[config.mk]
export PLATFORM = sky130hd
export DESIGN_NAME = bram_port_arbiter
export DESIGN_NICKNAME = d
export VERILOG_FILES = /design/src/rtl/bram_port_arbiter.sv
export SDC_FILE = /design/constraint.sdc
export NUM_CORES = 1
export LEC_CHECK = 0
export ABC_AREA = 1
export ABC_CLOCK_PERIOD_IN_PS = 1800
export CELL_PAD_IN_SITES_DETAIL_PLACEMENT = 1
export CELL_PAD_IN_SITES_GLOBAL_PLACEMENT = 1
export CORE_ASPECT_RATIO = 0.9
export CORE_MARGIN = 2
export CORE_UTILIZATION = 16
export DETAILED_ROUTE_END_ITERATION = 10
export PLACE_DENSITY_LB_ADDON = 0.08
export SYNTH_ARGS = -nofsm -noshare
export SYNTH_HDL_FRONTEND = slang
export SYNTH_SLANG_ARGS = --single-unit
[constraint.sdc]
create_clock -name clk -period 1.8 [get_ports clk]
set_input_delay 0.36 -clock clk [delete_from_list [all_inputs] [get_ports clk]]
set_output_delay 0.36 -clock clk [all_outputs]
set_load 0.1 [all_outputs]
[src/rtl/bram_port_arbiter.sv]
// Two-client arbiter in front of the single-port BRAM controller: bounded-tenure
// round-robin selection, one-cycle en/wr strobe, and tagged read-data return.
module bram_port_arbiter #(
   parameter int AW        = 17,
   parameter int DW        = 8,
   parameter int MAX_GRANT = 4
) (
   input  logic          clk,
   input  logic          rst_n,
   input  logic          r0_req,
   input  logic          r0_wr,
   input  logic [AW-1:0] r0_addr,
   input  logic [DW-1:0] r0_wdata,
   output logic          r0_ack,
   output logic [DW-1:0] r0_rdata,
   output logic          r0_rvalid,
   input  logic          r1_req,
   input  logic          r1_wr,
   input  logic [AW-1:0] r1_addr,
   input  logic [DW-1:0] r1_wdata,
   output logic          r1_ack,
   output logic [DW-1:0] r1_rdata,
   output logic          r1_rvalid,
   output logic          en,
   output logic          wr,
   output logic [AW-1:0] addr_out,
   output logic [DW-1:0] wdata_out,
   input  logic [DW-1:0] rdata_in,
   input  logic          rdata_rdy,
   output logic          err_spur
);

   localparam int CW = (MAX_GRANT < 1) ? 1 : $clog2(MAX_GRANT + 1);
   localparam logic [CW-1:0] MAX_CNT = CW'(MAX_GRANT);

   typedef enum logic [1:0] {
      IDLE = 2'd0,
      OWN0 = 2'd1,
      OWN1 = 2'd2
   } state_t;

   state_t        state_r, state_nx_s;
   logic [CW-1:0] cnt_r, cnt_nx_s;
   logic          last_r, last_nx_s;
   logic          rd_pend_r, rd_pend_nx_s;
   logic          rd_tag_r, rd_tag_nx_s;
   logic          err_spur_r, err_spur_nx_s;
   logic          sel_vld_s;
   logic          sel_k_s;
   logic          sel_wr_s;

   function automatic logic [CW-1:0] sat_inc(input logic [CW-1:0] c);
      if (c >= MAX_CNT) begin
         return MAX_CNT;
      end else begin
         return c + CW'(1);
      end
   endfunction

   // Pick at most one client per cycle from the current owner and tenure count.
   always_comb begin
      sel_vld_s = 1'b0;
      sel_k_s   = 1'b0;
      case (state_r)
         IDLE: begin
            if (r0_req && r1_req) begin
               sel_vld_s = 1'b1;
               sel_k_s   = ~last_r;
            end else if (r0_req) begin
               sel_vld_s = 1'b1;
               sel_k_s   = 1'b0;
            end else if (r1_req) begin
               sel_vld_s = 1'b1;
               sel_k_s   = 1'b1;
            end else begin
               sel_vld_s = 1'b0;
               sel_k_s   = 1'b0;
            end
         end
         OWN0: begin
            if (r0_req && ((cnt_r < MAX_CNT) || !r1_req)) begin
               sel_vld_s = 1'b1;
               sel_k_s   = 1'b0;
            end else if (r1_req) begin
               sel_vld_s = 1'b1;
               sel_k_s   = 1'b1;
            end else begin
               sel_vld_s = 1'b0;
               sel_k_s   = 1'b0;
            end
         end
         OWN1: begin
            if (r1_req && ((cnt_r < MAX_CNT) || !r0_req)) begin
               sel_vld_s = 1'b1;
               sel_k_s   = 1'b1;
            end else if (r0_req) begin
               sel_vld_s = 1'b1;
               sel_k_s   = 1'b0;
            end else begin
               sel_vld_s = 1'b0;
               sel_k_s   = 1'b0;
            end
         end
         default: begin
            sel_vld_s = 1'b0;
            sel_k_s   = 1'b0;
         end
      endcase
   end

   assign sel_wr_s = sel_k_s ? r1_wr : r0_wr;

   // Drive the controller strobe and the accept of the selected client; quiet in reset.
   always_comb begin
      en        = 1'b0;
      wr        = 1'b0;
      addr_out  = {AW{1'b0}};
      wdata_out = {DW{1'b0}};
      r0_ack    = 1'b0;
      r1_ack    = 1'b0;
      if (rst_n && sel_vld_s) begin
         en        = 1'b1;
         wr        = sel_wr_s;
         addr_out  = sel_k_s ? r1_addr  : r0_addr;
         wdata_out = sel_k_s ? r1_wdata : r0_wdata;
         r0_ack    = ~sel_k_s;
         r1_ack    = sel_k_s;
      end else begin
         en        = 1'b0;
         wr        = 1'b0;
         addr_out  = {AW{1'b0}};
         wdata_out = {DW{1'b0}};
         r0_ack    = 1'b0;
         r1_ack    = 1'b0;
      end
   end

   // Next-state: tenure tracking, read tag bookkeeping and the sticky spurious flag.
   always_comb begin
      state_nx_s    = state_r;
      cnt_nx_s      = cnt_r;
      last_nx_s     = last_r;
      rd_pend_nx_s  = 1'b0;
      rd_tag_nx_s   = rd_tag_r;
      err_spur_nx_s = err_spur_r | (rdata_rdy & ~rd_pend_r);
      if (sel_vld_s) begin
         last_nx_s = sel_k_s;
         if ((state_r == OWN0 && !sel_k_s) || (state_r == OWN1 && sel_k_s)) begin
            state_nx_s = state_r;
            cnt_nx_s   = sat_inc(cnt_r);
         end else begin
            state_nx_s = sel_k_s ? OWN1 : OWN0;
            cnt_nx_s   = CW'(1);
         end
         if (!sel_wr_s) begin
            rd_pend_nx_s = 1'b1;
            rd_tag_nx_s  = sel_k_s;
         end else begin
            rd_pend_nx_s = 1'b0;
            rd_tag_nx_s  = rd_tag_r;
         end
      end else begin
         // An idle cycle ends the current tenure.
         state_nx_s = IDLE;
         cnt_nx_s   = {CW{1'b0}};
      end
   end

   // State registers with synchronous active-low reset.
   always_ff @(posedge clk) begin
      if (!rst_n) begin
         state_r    <= IDLE;
         cnt_r      <= {CW{1'b0}};
         last_r     <= 1'b1;
         rd_pend_r  <= 1'b0;
         rd_tag_r   <= 1'b0;
         err_spur_r <= 1'b0;
      end else begin
         state_r    <= state_nx_s;
         cnt_r      <= cnt_nx_s;
         last_r     <= last_nx_s;
         rd_pend_r  <= rd_pend_nx_s;
         rd_tag_r   <= rd_tag_nx_s;
         err_spur_r <= err_spur_nx_s;
      end
   end

   assign r0_rdata  = rdata_in;
   assign r1_rdata  = rdata_in;
   assign r0_rvalid = rst_n & rdata_rdy & rd_pend_r & ~rd_tag_r;
   assign r1_rvalid = rst_n & rdata_rdy & rd_pend_r & rd_tag_r;
   assign err_spur  = err_spur_r;

endmodule

==> results of run 1 <==
## power by group through the flow
stage	Clock (mW)	Sequential (mW)	Combinational [mW]
final	0.237	0.233	1.50
after CTS	0.243	0.233	1.49
after global routing	0.263	0.235	1.56
after global placement	0	0.237	1.33
after detailed placement	0	0.237	1.34
after floorplan	0	0.251	0.973
## metrics by stage
| step | power, mW | cells | hold WS (ns) |
|---|---|---|---|
| after floorplan | 1.22 | 168 | 0.423 |
| after global placement | 1.56 | 328 | 0.450 |
| after detailed placement | 1.57 | 328 | 0.466 |
| after CTS | 1.97 | 347 | 0.472 |
| after global routing | 2.06 | 348 | 0.482 |
| final | 1.97 | 348 | 0.465 |
## critical path, delay by kind of cell, from the launching register on
kind | cells | cell delay [ns]
buffers and inverters | 5 | 0.57
DFF | 1 | 0.35
and+or+nand+nor | 8 | 0.57
## synth_stat cells
library cell	instances
nand2_1	80
buf_4	16
nand2_2	16
inv_1	14
dfxtp_1	9
nor2_1	7
nand3_1	5
buf_6	2
buf_8	2
ha_1	2
inv_4	2
nand4_1	2
nor3_1	2
o21ai_0	2
a21oi_1	1
inv_2	1
nand2_4	1
nand3_2	1
nor2_2	1
nor2_4	1
o22ai_2	1
## sequential cells by signal (all words and copies together) (netlist names)
| name | flops |
|---|---|
| last_r | 1 |
| state_r | 2 |
| rd_pend_r | 1 |
| cnt_r | 3 |
| err_spur | 1 |
| rd_tag_r | 1 |
## logic make-up after synthesis
| group | count (synthesis) | share of synthesized area (%) |
|---|---|---|
| AND/OR/NAND/NOR | 116 | 52.0 |
| AO/OA/AOI/OAI | 4 | 2.79 |
| adder cells (fa/ha/maj) | 2 | 2.53 |
| buffers and inverters | 37 | 24.5 |
| flip-flops | 9 | 18.3 |
## layout make-up
cell class	instances	area, um^2	share of cell area, %
clock buffers	4	45.0	1.35
repair inverters	3	43.8	1.31
multi-input cells	122	1370	40.9
inverters	17	83.8	2.51
repair buffers	121	1530	45.7
well taps	72	90.1	2.69
flip-flops and latches	9	186	5.57
## metal layers
layer | vias up | track usage [%] | part of all wire (%)
met1 | 649 | 15.3 | 36
met2 | 50 | 24.8 | 56
li1 | 707 | - | -
met5 | - | 0 | 0
met3 | 14 | 3.68 | 6.8
met4 | 0 | 2.50 | 1.2
## repair_timing
item,4_1_cts,5_1_grt
cloned,4,0
pin swaps,10,2
gates resized for setup,71,10
endpoints found under the setup margin,32,29
buffers inserted,11,2
## path summary, 6_finish.rpt
check                          startpoint               endpoint  slack (ns)  cells after the start
hold reg to reg      rd_pend_r$_SDFF_PN0_    err_spur$_SDFF_PN0_        0.47                      1
hold / removal       rd_pend_r$_SDFF_PN0_    err_spur$_SDFF_PN0_        0.47                      1
setup reg to reg  state_r[0]$_SDFFE_PN0P_  rd_tag_r$_SDFFE_PN0P_        0.22                     13
setup / recovery  state_r[0]$_SDFFE_PN0P_           wdata_out[4]       -0.28                     13
==> impl_metrics.toml, run 1 <==
[drt]
ant_nets = 0
wl_per_cell_um = 12.8
drc = 0
viasPerCell = 4.08
vias = 1420
drt_wl_total_mm = 4.44
first_pass_iters = 4
first_iter_violations = 14

[clock_tree]
cts_tree = "yes"
clk_latency_ns = 0.23
cts_root_buffer = "clkbuf_8"
h-tree-depth = 1
cts_sinks = 9
clkTransAtPathRegs_ns = 0.05
hold_buffers = 0
clock_path_buffers = 2
cts_buffers = 3

[final_layout]
most-common-layout-cells = "clkdlybuf4s50_1 (53), nand2_8 (39), buf_12 (36), buf_4 (26), nand2_2 (25)"
fillers = 644
fin_util_pct = 55.3
drive_gt1_share_pct = 61.6
syn_to_final_growth_pct = 239
finalInstanceArea_um2 = 3350
antenna_cells = 0
nets = 344
layout_commonest_cell = "clkdlybuf4s50_1"

[die]
rows = 27
die_y_um = 78.5
ios = 113
dieArea_um2 = 6820
coreArea_um2 = 6050
fp.dieW_um = 86.8
start_util_pct = 16.3

[grt]
grt_max_degree = 8
grt_usage_pct = 13.4
grt_remaining_overflow = 0
first_global_vias = 1510
grt_pass1_wl_mm = 7.27
antenna_found_initial = 0

[timing]
finalMaxSlewViolations = 0
hold_violations = 0
rsz0062_at_grt = "true"
relSlewSlack_pct = 86.1
final.setup.worst_slack_ns = -0.280
skew_ns = 0.00180
min_period_ns = 2.08
max_freq_mhz = 481
worstMarginPinSlew_ns = 0.208
setup_viol = 29
fin_crit_sh_pct = 116
fin_tns_setup_ns = -7.21

[critical_path]
crit_arrival_ns = 1.72
path_cells = "inv_4, nor2_4, nand2_2, nand2_1, nand2_1, nand2_2, nand2_4, inv_6, buf_12, buf_16, nand2_8, nand2_8, buf_12"
slowest_delay_ns = 0.35
start_kind = "register"
cpMaxStageDelayCell = "dfxtp_2"
cp.required_ns = 1.44
crit_path_end_kind = "primary output"
cp_max_fo = 6
crit_type = "reg -> out"

[yosys]
synth_top_area_cell = "nand2_1"
syn_avg_cell_area_um2 = 5.88
synth.distinct_cells = 21
synthCells = 168
synth_area_leaders = "nand2_1 (30%), dfxtp_1 (18%), buf_4 (12%)"
yosys.area.top_type_share_pct = 30.4
netlist_area_um2 = 987
ys_seq_elements = 9
ys_seq_area_share_pct = 18.3
yosys_warnings = 0
postSynthNetCount = 235

[pwr]
p_sw_share_pct = 50.0
power.density_nw_per_um2 = 588
peakVddDrop_mv = 0.299
p_switching_uw = 985
p_seq_share_pct = 11.8
p_int_uw = 983
p_clk_share_pct = 12.0
combPwrFrac_pct = 76.1
leakagePower_nw = 1.43

[placed_design]
place_hpwl_mm = 3.42
dpl_cell_area_um2 = 2810
io_buffers = 88
place.gp.congestion = 0.696
place_ws_ns = -0.664

[hold_path]
hold_class = "reg -> reg"

[status]
run_status = "finished, violations left"
failed_checks = "setup timing"

[flow_run]
maxCapViolCount = 0
(Power assumes the default switching activity.)
==> run 2: changes to the inputs <==
--- a/config.mk
+++ b/config.mk
@@ -7,6 +7,7 @@
 export LEC_CHECK = 0
 export ABC_AREA = 1
 export ABC_CLOCK_PERIOD_IN_PS = 1800
+export CAP_MARGIN = 5
 export CELL_PAD_IN_SITES_DETAIL_PLACEMENT = 1
 export CELL_PAD_IN_SITES_GLOBAL_PLACEMENT = 1
 export CORE_ASPECT_RATIO = 0.9
@@ -17,3 +18,4 @@
 export SYNTH_ARGS = -nofsm -noshare
 export SYNTH_HDL_FRONTEND = slang
 export SYNTH_SLANG_ARGS = --single-unit
+export TNS_END_PERCENT = 30
==> run 2 against run 1 <==
  * The run still ends with setup timing left
  * Non-clock buffer count decreased by 6
  * Critical endpoint is now addr_out[12]
  * Worst setup slack improved by 0.10 ns
  * Cell area decreased by 14%
  * Sequential cell count unchanged
  * Critical path type unchanged
  * Sequential power about the same
  * Clock skew decreased by 0.0011 ns
==> impl_metrics.toml, run 2 (synthesized netlist as in run 1, its figures left out) <==
[grt]
antenna_found_initial = 0
grt_max_degree = 9
grt_pass1_wl_mm = 6.69
grt_remaining_overflow = 0
first_global_vias = 1351
grt_usage_pct = 12.5

[drt]
first_iter_violations = 19
wl_per_cell_um = 12.4
drt_wl_total_mm = 4.22
viasPerCell = 3.96
drc = 0
ant_nets = 0
first_pass_iters = 4
vias = 1343

[pwr]
p_clk_share_pct = 13.4
combPwrFrac_pct = 73.8
p_switching_uw = 895
p_sw_share_pct = 48.8
leakagePower_nw = 1.30
p_seq_share_pct = 12.7
p_int_uw = 939
peakVddDrop_mv = 0.218
power.density_nw_per_um2 = 636

[timing]
finalMaxSlewViolations = 0
relSlewSlack_pct = 86.3
final.setup.worst_slack_ns = -0.176
min_period_ns = 1.98
skew_ns = 0.000651
max_freq_mhz = 506
setup_viol = 28
worstMarginPinSlew_ns = 0.205
hold_violations = 0
fin_crit_sh_pct = 110
rsz0062_at_grt = "true"

[clock_tree]
cts_tree = "yes"
clkTransAtPathRegs_ns = 0.05
hold_buffers = 0
cts_sinks = 9
h-tree-depth = 1
clk_latency_ns = 0.24
cts_root_buffer = "clkbuf_8"
clock_path_buffers = 2
cts_buffers = 3

[die]
die_y_um = 78.5
ios = 113
fp.dieW_um = 86.8
dieArea_um2 = 6820
start_util_pct = 16.3
coreArea_um2 = 6050
rows = 27

[placed_design]
io_buffers = 88
place_hpwl_mm = 3.59
place.gp.congestion = 0.718
dpl_cell_area_um2 = 2610

[final_layout]
drive_gt1_share_pct = 52.4
fin_util_pct = 47.7
nets = 335
largest_register_ffs = 3
antenna_cells = 0
syn_to_final_growth_pct = 192
top_register = "cnt_r"
layout_commonest_cell = "clkdlybuf4s50_1"
top_regs = "cnt_r x3, state_r x2"
most-common-layout-cells = "clkdlybuf4s50_1 (53), buf_12 (37), nand2_1 (36), nand2_2 (28), nand2_4 (22)"
finalInstanceArea_um2 = 2880

[critical_path]
crit_buf_inv = 5
crit_path_end_kind = "primary output"
path_cells = "inv_4, o22ai_4, nor2_4, buf_4, nand2_4, inv_8, buf_12, nand2_4, nand2_8, buf_12"
cp-startpoint = "state_r[1]$_SDFFE_PN0P_"
cp.required_ns = 1.44
cp_top_family = "buffers and inverters"
slowest_delay_ns = 0.40
start_kind = "register"
cp_max_fo = 7
rr_startpoint = "cnt_r[2]$_SDFF_PN0_"
crit_arrival_ns = 1.62
cpMaxStageDelayCell = "dfxtp_4"
crit_type = "reg -> out"

[flow_run]
maxCapViolCount = 0

[status]
failed_checks = "setup timing"
run_status = "finished, violations left"

[hold_path]
min-delay-start = "rd_pend_r$_SDFF_PN0_"
hold_class = "reg -> reg"
## run 2: through the flow
stage | TNS (ns) | hold slack (ns) | cells | power (mW) | setup WS (ns)
after global routing | -7.45 | 0.483 | 339 | 1.92 | -0.289
final | -4.41 | 0.446 | 339 | 1.83 | -0.176
after detailed placement | -15.19 | 0.448 | 327 | 1.52 | -0.534
after floorplan | -10.09 | 0.423 | 168 | 1.15 | -0.411
after global placement | -13.86 | 0.437 | 327 | 1.51 | -0.496
after CTS | -5.80 | 0.455 | 339 | 1.84 | -0.238
## run 2: final timing paths
| check | end | slack (ns) | depth (start not counted) |
|---|---|---|---|
| setup / recovery | addr_out[12] | -0.18 | 10 |
| hold / removal | err_spur$_SDFF_PN0_ | 0.45 | 1 |
| setup reg to reg | cnt_r[0]$_SDFF_PN0_ | 0.40 | 12 |
| hold reg to reg | err_spur$_SDFF_PN0_ | 0.45 | 1 |
## run 2: cell type report
| type | count | area (um^2) |
|---|---|---|
| Clock buffer | 4 | 45.0 |
| Fill cell | 683 | 3160 |
| Inverter | 17 | 81.3 |
| Multi-Input combinational cell | 122 | 961 |
| Sequential cell | 9 | 188 |
| Tap cell | 72 | 90.1 |
| Timing Repair Buffer | 115 | 1520 |
## run 2: routing by layer
layer / global-route usage [%] / wire length [um] / vias up / part of all wire, %
li1: - / - / 685 / -
met2: 22.4 / 2310 / 42 / 55
met5: 0 / 0 / - / 0
met4: 4.06 / 105 / 0 / 2.5
met1: 14.4 / 1550 / 594 / 37
met3: 3.15 / 245 / 22 / 5.8
## run 2: timing repair
item                                    4_1_cts  5_1_grt
pin swaps                                     4        4
endpoints found under the setup margin       32       28
buffers inserted                              6        1
gates resized for setup                      30       16
cloned                                        2        0
## run 2: power by group through the flow
stage	registers, mW	logic [mW]	clock network (mW)
4_1_cts	0.234	1.35	0.258
3_5_place_dp	0.236	1.28	0
3_3_place_gp	0.236	1.28	0
2_1_floorplan	0.250	0.904	0
6_report	0.234	1.35	0.246
5_1_grt	0.236	1.42	0.271
